`src/rtl/ps2_keyboard_rx_if.sv`:
```
// Key-event bus from the PS/2 receiver to its consumer.
// ps2_key: event word, rx_err: error pulse, busy: frame in progress.
interface ps2_keyboard_rx_if;
  logic [10:0] ps2_key;
  logic        rx_err;
  logic        busy;

  modport master (
    output ps2_key,
    output rx_err,
    output busy
  );

  modport slave (
    input ps2_key,
    input rx_err,
    input busy
  );
endinterface

```
`src/rtl/ps2_keyboard_rx.sv`:
```
// PS/2 device-to-host receiver plus make/break/E0/E1 scancode decoder.
// Ports: clk, reset_n (sync, active-low), raw ps2_clk/ps2_data,
// kbd (master): ps2_key[10]=toggle [9]=make [8]=E0 [7:0]=code,
// rx_err error pulse, busy while a frame is open.
// Optional: define PS2_TYPEMATIC_FILTER_EN to drop typematic repeats.
module ps2_keyboard_rx #(
  parameter int FILT_LEN = 8,
  parameter int TIMEOUT  = 28000
) (
  input  logic clk,
  input  logic reset_n,
  input  logic ps2_clk,
  input  logic ps2_data,
  ps2_keyboard_rx_if.master kbd
);

  localparam int FW = $clog2(FILT_LEN + 1);
  localparam int TW = $clog2(TIMEOUT + 1);

  typedef enum logic [1:0] {
    S_IDLE,
    S_DATA,
    S_PARITY,
    S_STOP
  } state_t;

  logic          clk_s1_q, clk_s2_q;
  logic          dat_s1_q, dat_s2_q;
  logic          filt_q, filt_d;
  logic [FW-1:0] fcnt_q, fcnt_d;
  logic          fall_q, fall_d;

  state_t        state_q, state_d;
  logic [3:0]    cnt_q, cnt_d;
  logic [7:0]    shift_q, shift_d;
  logic          par_q, par_d;
  logic [TW-1:0] tmo_q, tmo_d;
  logic          vld_q, vld_d;
  logic          err_q, err_d;

  logic          ext_q, ext_d;
  logic          brk_q, brk_d;
  logic [2:0]    skip_q, skip_d;
  logic [10:0]   key_q, key_d;
  logic          noise;
  logic          emit;

`ifdef PS2_TYPEMATIC_FILTER_EN
  logic [511:0]  held_q, held_d;
  logic [8:0]    idx;
`endif

  // Synchronisers idle high, matching the released bus
  always_ff @(posedge clk) begin
    if (!reset_n) begin
      clk_s1_q <= 1'b1;
      clk_s2_q <= 1'b1;
      dat_s1_q <= 1'b1;
      dat_s2_q <= 1'b1;
    end else begin
      clk_s1_q <= ps2_clk;
      clk_s2_q <= clk_s1_q;
      dat_s1_q <= ps2_data;
      dat_s2_q <= dat_s1_q;
    end
  end

  // Level flips only after FILT_LEN consecutive differing samples
  always_comb begin
    filt_d = filt_q;
    fcnt_d = '0;
    if (clk_s2_q != filt_q) begin
      if (fcnt_q == FW'(FILT_LEN - 1)) begin
        filt_d = clk_s2_q;
      end else begin
        fcnt_d = fcnt_q + 1'b1;
      end
    end
    fall_d = filt_q & ~filt_d;
  end

  always_comb begin
    state_d = state_q;
    cnt_d   = cnt_q;
    shift_d = shift_q;
    par_d   = par_q;
    vld_d   = 1'b0;
    err_d   = 1'b0;
    tmo_d   = '0;
    if (state_q != S_IDLE && !fall_q) begin
      tmo_d = tmo_q + 1'b1;
    end
    unique case (state_q)
      S_IDLE: begin
        if (fall_q && !dat_s2_q) begin
          state_d = S_DATA;
          cnt_d   = 4'd1;
        end
      end
      S_DATA: begin
        if (fall_q) begin
          shift_d = {dat_s2_q, shift_q[7:1]};
          cnt_d   = cnt_q + 4'd1;
          if (cnt_q == 4'd8) begin
            state_d = S_PARITY;
          end
        end
      end
      S_PARITY: begin
        if (fall_q) begin
          par_d   = dat_s2_q;
          cnt_d   = cnt_q + 4'd1;
          state_d = S_STOP;
        end
      end
      S_STOP: begin
        if (fall_q) begin
          if (dat_s2_q && (^{shift_q, par_q})) begin
            vld_d = 1'b1;
          end else begin
            err_d = 1'b1;
          end
          state_d = S_IDLE;
          cnt_d   = 4'd0;
        end
      end
      default: begin
        state_d = S_IDLE;
        cnt_d   = 4'd0;
      end
    endcase
    if (state_q != S_IDLE && !fall_q &&
        tmo_q == TW'(TIMEOUT - 1)) begin
      state_d = S_IDLE;
      cnt_d   = 4'd0;
      err_d   = 1'b1;
      tmo_d   = '0;
    end
  end

  // BAT, ack, resend, echo and overrun codes carry no key
  always_comb begin
    noise = 1'b0;
    unique case (shift_q)
      8'hAA, 8'hFA, 8'hFC, 8'hFE,
      8'hEE, 8'h00, 8'hFF: noise = 1'b1;
      default:             noise = 1'b0;
    endcase
  end

  always_comb begin
    ext_d  = ext_q;
    brk_d  = brk_q;
    skip_d = skip_q;
    key_d  = key_q;
    emit   = 1'b1;
`ifdef PS2_TYPEMATIC_FILTER_EN
    held_d = held_q;
    idx    = {ext_q, shift_q};
    emit   = brk_q | ~held_q[idx];
`endif
    if (err_q) begin
      ext_d = 1'b0;
      brk_d = 1'b0;
    end else if (vld_q) begin
      if (skip_q != 3'd0) begin
        skip_d = skip_q - 3'd1;
      end else begin
        unique case (1'b1)
          (shift_q == 8'hE1): skip_d = 3'd7;
          (shift_q == 8'hE0): ext_d  = 1'b1;
          (shift_q == 8'hF0): brk_d  = 1'b1;
          (noise && !ext_q && !brk_q): ;
          default: begin
            if (emit) begin
              key_d = {~key_q[10], ~brk_q, ext_q, shift_q};
            end
`ifdef PS2_TYPEMATIC_FILTER_EN
            held_d[idx] = ~brk_q;
`endif
            ext_d = 1'b0;
            brk_d = 1'b0;
          end
        endcase
      end
    end
  end

  always_ff @(posedge clk) begin
    if (!reset_n) begin
      filt_q  <= 1'b1;
      fcnt_q  <= '0;
      fall_q  <= 1'b0;
      state_q <= S_IDLE;
      cnt_q   <= 4'd0;
      shift_q <= 8'd0;
      par_q   <= 1'b0;
      tmo_q   <= '0;
      vld_q   <= 1'b0;
      err_q   <= 1'b0;
      ext_q   <= 1'b0;
      brk_q   <= 1'b0;
      skip_q  <= 3'd0;
      key_q   <= 11'd0;
    end else begin
      filt_q  <= filt_d;
      fcnt_q  <= fcnt_d;
      fall_q  <= fall_d;
      state_q <= state_d;
      cnt_q   <= cnt_d;
      shift_q <= shift_d;
      par_q   <= par_d;
      tmo_q   <= tmo_d;
      vld_q   <= vld_d;
      err_q   <= err_d;
      ext_q   <= ext_d;
      brk_q   <= brk_d;
      skip_q  <= skip_d;
      key_q   <= key_d;
    end
  end

`ifdef PS2_TYPEMATIC_FILTER_EN
  always_ff @(posedge clk) begin
    if (!reset_n) begin
      held_q <= '0;
    end else begin
      held_q <= held_d;
    end
  end
`endif

  assign kbd.ps2_key = key_q;
  assign kbd.rx_err  = err_q;
  assign kbd.busy    = (cnt_q != 4'd0);

endmodule
```
`src/flat_wrapper.sv`:
```
// flat-port wrapper written by rule: the top's interface ports become plain ports
module ps2_keyboard_rx_flat 
#(
  parameter int FILT_LEN = 8,
  parameter int TIMEOUT  = 28000
)
  (clk, reset_n, ps2_clk, ps2_data, kbd_ps2_key, kbd_rx_err, kbd_busy);
  ps2_keyboard_rx_if kbd_i ();
  input  logic clk;
  input  logic reset_n;
  input  logic ps2_clk;
  input  logic ps2_data;
  output wire logic [$bits(kbd_i.ps2_key)-1:0] kbd_ps2_key;
  output wire logic [$bits(kbd_i.rx_err)-1:0] kbd_rx_err;
  output wire logic [$bits(kbd_i.busy)-1:0] kbd_busy;
  assign kbd_ps2_key = kbd_i.ps2_key;
  assign kbd_rx_err = kbd_i.rx_err;
  assign kbd_busy = kbd_i.busy;
  ps2_keyboard_rx #(.FILT_LEN(FILT_LEN), .TIMEOUT(TIMEOUT)) u_core (.clk(clk), .reset_n(reset_n), .ps2_clk(ps2_clk), .ps2_data(ps2_data), .kbd(kbd_i));
endmodule
```
`config.mk`:
```
export PLATFORM = sky130hd
export DESIGN_NAME = ps2_keyboard_rx_flat
export DESIGN_NICKNAME = d
export VERILOG_FILES = /design/src/rtl/ps2_keyboard_rx_if.sv /design/src/rtl/ps2_keyboard_rx.sv /design/src/flat_wrapper.sv
export SDC_FILE = /design/constraint.sdc
export NUM_CORES = 1
export LEC_CHECK = 0
export BUFFER_PORTS_ARGS = -buffer_cell sky130_fd_sc_hd__buf_4
export CORE_MARGIN = 2
export CORE_UTILIZATION = 35
export CTS_CLUSTER_DIAMETER = 50
export DETAILED_ROUTE_END_ITERATION = 10
export HOLD_SLACK_MARGIN = 0.08
export PLACE_DENSITY = 0.49
export SETUP_SLACK_MARGIN = 0.3
export SLEW_MARGIN = 30
export SYNTH_ARGS = -nofsm -noshare
export SYNTH_HDL_FRONTEND = slang
export SYNTH_SLANG_ARGS = --single-unit
```
`constraint.sdc`:
```
create_clock -name clk -period 2.8 [get_ports clk]
set_clock_uncertainty 0.2 [all_clocks]
set_input_delay 0.56 -clock clk [delete_from_list [all_inputs] [get_ports clk]]
set_output_delay 0.56 -clock clk [all_outputs]
set_load 0.03 [all_outputs]
```
Word-level counts from Yosys, hierarchy flattened
Cells that the tools add are included.

Register bits: 58. Bits in latches: 0. Bits in writable memories: 0. ROM bits: 0. Input bits: 4. Output and inout bits: 13. Memories: 0.

Add/subtract/negate cells: 4. Multiply operators: 0. Divide/modulo/power cells: 0. $lt $le $gt $ge: 0. Equality and inequality tests: 22. Shift-type cells: 0. Mux-type cells: 22. Bitwise logic cells: 12. Reduce and logical (&&, ||, !) cells: 35.

Operator list (count): == test 8 bit, second input constant (9); adder 15 x 1 -> 15 bit, second input constant (1); == test 15 bit, second input constant (1); AND reduction 3 bit (5); 2-to-1 mux 4 bit (3); != test 2 x 1 -> 1 bit, second input constant (6); one-hot mux 4 bit (3 select lines) (1); OR reduction 3 bit (4); NOT 1 bit (11); 2-to-1 mux 2 bit (5); parity 9 bit (1); adder 4 x 1 -> 4 bit, second input constant (2); zero test 8 bit (1); 2-to-1 mux 1 bit (8); one-hot mux 2 bit (4 select lines) (1); OR reduction 7 bit (1); logical AND 1 bit (6); 2-to-1 mux 3 bit (2); OR reduction 2 bit (3); AND reduction 5 bit (1); == test 2 bit, second input constant (2); == test 4 x 3 -> 1 bit, second input constant (1); == test 4 bit, second input constant (1); zero test 1 bit (4); 12 further kinds (15).

Depth between registers and ports, before layout
Depth after elaboration: 8. Depth in mapped cells: 8. Mapped depth without buffers: 7.

Worst setup path before layout
OpenSTA, ideal clock, no wires.

Path type: register -> register. Start point: reg u_core.skip_q[0]. End point: reg u_core.key_q[0] (netlist: u_core.kbd.ps2_key[0]). Library setup time: 0.072 ns. Arrival time: 1.788 ns. Required time: 2.528 ns. Setup slack: 0.740 ns. Stages on the path, launching flop included: 9. Cells stage by stage: dfxtp_1 -> inv_1 -> ha_1 -> nor2b_1 -> nand2_1 -> o21bai_2 -> a2111oi_4 -> buf_6 -> mux2i_1.

Cells in the longest elaborated chain, start to end: 3.

RTL lines: start, declared (RTL line ps2_keyboard_rx.sv:43) `logic [2:0] skip_q, skip_d;`; start signal, assigned (RTL line ps2_keyboard_rx.sv:218) `skip_q <= skip_d;`; nonzero test 3 bit (RTL line ps2_keyboard_rx.sv:166) `if (skip_q != 3'd0) begin`; NOT 1 bit (no source line); AND reduction 4 bit (no source line); end signal, assigned (RTL line ps2_keyboard_rx.sv:219) `key_q <= key_d;`; end, declared (RTL line ps2_keyboard_rx.sv:44) `logic [10:0] key_q, key_d;`.

Every way passes these cells. A chain may end at the register's enable or synchronous reset.

Worst setup path in the final report
Start point: reg u_core.cnt_q[0]. End point: out kbd_busy.

Cells in the longest elaborated chain, start to end: 1.

RTL lines: start, declared (RTL line ps2_keyboard_rx.sv:34) `logic [3:0] cnt_q, cnt_d;`; start signal, assigned (RTL line ps2_keyboard_rx.sv:210) `cnt_q <= cnt_d;`; nonzero test 4 bit (RTL line ps2_keyboard_rx.sv:235) `assign kbd.busy = (cnt_q != 4'd0);`; end, declared (RTL line flat_wrapper.sv:15) `output wire logic [$bits(kbd_i.busy)-1:0] kbd_busy;`.

Every way passes these cells.

==> out/metrics.yaml <==
status: "finished clean"
rows: 32
die_area_mm2: 0.00865
timing.hold.ws_ns: 0.206
worst_setup_path_end_kind: "primary output"
vias: 2057
fin_nets: 343
via_per_inst: 4.72
hold_depth: 1
r2r-start: "u_core.skip_q[0]$_SDFFE_PN0P_"
post-dp-hpwl_mm: 3.40
antenna_left: 0
relSlewSlack_pct: 59.3
cp.arrival_ns: 1.55
min_from: "u_core.clk_s1_q$_SDFF_PN1_"
worst-path-buf-inv: 2
grt_use_total_pct: 12.9
hold_end: "u_core.clk_s2_q$_SDFF_PN1_"
crit_required_ns: 2.04
synth.distinct_cells: 45
grt_pass1_vias: 1940
startpoint_type: "flip-flop"
tns_ns: 0
design_area_mm2: 0.00313
path_clk_slew_ns: 0.07
ys_ff_latch: 58
slowest_delay_ns: 0.44
gp_congestion: 0.725
max-cap-violations: 0
finalSetupViolCount: 0
cts_setup_buffers: 0
start_util_pct: 36.1
final_cell_mix: "58 x dfxtp_1, 46 x nand2_1, 29 x nor2_1"
cts_tree: "built"
reg2reg_slack_ns: 0.59
postSynthCellCount: 317
synthesis.nets: 331
coreArea_mm2: 0.00769
final_common_cell: "dfxtp_1"
hp-class: "reg -> reg"
worstPathMaxFanout: 3
finalHoldViolations: 0
diodes: 0
critical_path_class: "reg -> out"
ios: 17
antenna_found_initial: 0
die_w_um: 93.0
yosys_warnings: 0
cts.sink_count: 58
clockBufferDepth: 2
h-tree-depth: 3
numPortBuffers: 16
dr.pass1.iters: 4
syn2layout_area_growth_pct: 12.9
peakVddDrop_mv: 0.259
power_mw: 1.57
grt_first_pass_wirelength_mm: 8.83
reg2reg_depth: 8
leakage_nw: 1.05
dp_cells: 420
cp_slowest_cell: "or3b_2"
grt-ovfl-total: 0
numCtsBuffers: 9
crit_path_cell_trace: "inv_1, ha_1, or3b_2, buf_4"
maxClockFrequency_mhz: 434
rsz0062_at_grt: "false"
first_iter_violations: 87
min_period_ns: 2.31
seq_area_frac_synth_pct: 41.9
grt_max_degree: 37
wl_mm: 4.97
clk-insertion-delay-late_ns: 0.33
layout-drive-gt1-share_pct: 12.9
synth_area_mm2: 0.00277
drc_errors: 0
period_share_pct: 82.3
syn_avg_cell_area_um2: 8.75
slew_viol_final: 0
placed_cell_area_mm2: 0.00294
fp.dieH_um: 93.0
fin_cells: 436
cp_top_family: "simple AND/OR/NAND/NOR gates"
r2r_end: "u_core.kbd.ps2_key[2]$_SDFFE_PN0P_"
avgRoutedWirePerCell_um: 11.4
power-per-cell-area_mw_per_mm2: 501
cts_resized: 0
worst-slew-pin-transition_ns: 0.604
clock-root-buffer: "clkbuf_8"
cts.hold.buffers_added: 0
==> synthesized netlist by cell type, drive strengths merged <==
cell type | instances | area, µm²
nor4b | 1 | 8.76
nand2b | 7 | 43.8
xnor2 | 14 | 123
a211oi | 3 | 22.5
nor4 | 2 | 27.5
a21oi | 17 | 85.1
and3 | 5 | 31.3
o2bb2a | 1 | 10.0
nand2 | 47 | 179
o21bai | 4 | 37.5
o21ai | 8 | 40.0
a32oi | 1 | 8.76
or4 | 1 | 7.51
ha | 10 | 125
nand4 | 4 | 25.0
nor2 | 29 | 109
nor3 | 11 | 55.1
xnor3 | 1 | 22.5
clkbuf | 8 | 31.3
inv | 15 | 56.3
and2 | 2 | 12.5
buf | 9 | 65.1
mux2i | 13 | 130
a21o | 1 | 7.51
nand4bb | 1 | 11.3
or3 | 3 | 18.8
o31ai | 1 | 12.5
dfxtp | 58 | 1160
a22oi | 1 | 7.51
nor2b | 3 | 18.8
a2111oi | 3 | 70.1
nand3b | 2 | 15.0
or3b | 1 | 8.76
nand3 | 20 | 100
a31oi | 1 | 6.26
xor2 | 8 | 70.1
o2bb2ai | 1 | 8.76
==> cell families after synthesis <==
logic type | count (synthesis) | synth area share, %
flops | 58 | 41.9
xor+xnor | 23 | 7.76
buf+inv | 32 | 5.51
mux | 13 | 4.69
compound gates | 42 | 11.4
simple gates | 139 | 24.2
fa+ha+maj | 10 | 4.51
==> worst max-delay path by stage <==
stage                                              from                                  end  slack (ns)  cells after the start
after floorplan           u_core.skip_q[0]$_SDFFE_PN0P_   u_core.kbd.ps2_key[0]$_SDFFE_PN0P_        0.74                      8
after global placement    u_core.skip_q[0]$_SDFFE_PN0P_  u_core.kbd.ps2_key[10]$_SDFFE_PN0P_        0.59                      8
after detailed placement  u_core.skip_q[0]$_SDFFE_PN0P_   u_core.kbd.ps2_key[2]$_SDFFE_PN0P_        0.57                      8
after CTS                  u_core.cnt_q[0]$_SDFFE_PP0P_                             kbd_busy        0.48                      4
after global routing         u_core.tmo_q[0]$_SDFF_PP0_         u_core.cnt_q[2]$_SDFFE_PP0P_        0.39                      6
final                      u_core.cnt_q[0]$_SDFFE_PP0P_                             kbd_busy        0.49                      4
==> routing by layer <==
layer  track usage, %  wire, µm  vias up  share of wire [%]
met1             16.3      2590      937                 52
met3             5.08       163        5                3.3
met2             19.4      2160       22                 43
met5                0         0        -                  0
met4             5.64        55        0                1.1
li1                 -         -     1093                  -
==> per-stage QoR <==
| stage | util [%] | setup slack (ns) |
|---|---|---|
| floorplan | - | 0.740 |
| detailed placement | 38.2 | 0.574 |
| CTS | 40.7 | 0.483 |
| global placement | 38.2 | 0.590 |
| finish | 40.7 | 0.495 |
| global route | 40.7 | 0.393 |
==> state kept, by name, summed over array words and instances (netlist names), 2 cells and up <==
signal and cells:
u_core.cnt_q 4, u_core.fcnt_q 4, u_core.kbd.ps2_key 11, u_core.shift_q 8, u_core.skip_q 3, u_core.state_q 2, u_core.tmo_q 15
==> area by class of cell <==
| cell class | count | area (µm²) |
|---|---|---|
| clock buffer | 12 | 165 |
| clock inverter | 4 | 25.0 |
| fill | 793 | 4560 |
| inverter | 15 | 56.3 |
| multi-input combinational | 227 | 1460 |
| sequential | 58 | 1160 |
| tap | 102 | 128 |
| timing repair buffer | 18 | 135 |
==> report_power, final <==
group,total (mW),switching (mW),internal (mW)
combinational,0.0202,0.0142,0.00594
sequential,0.830,0.00173,0.828
clock,0.719,0.329,0.390
Power figures use the tool's default switching activity.
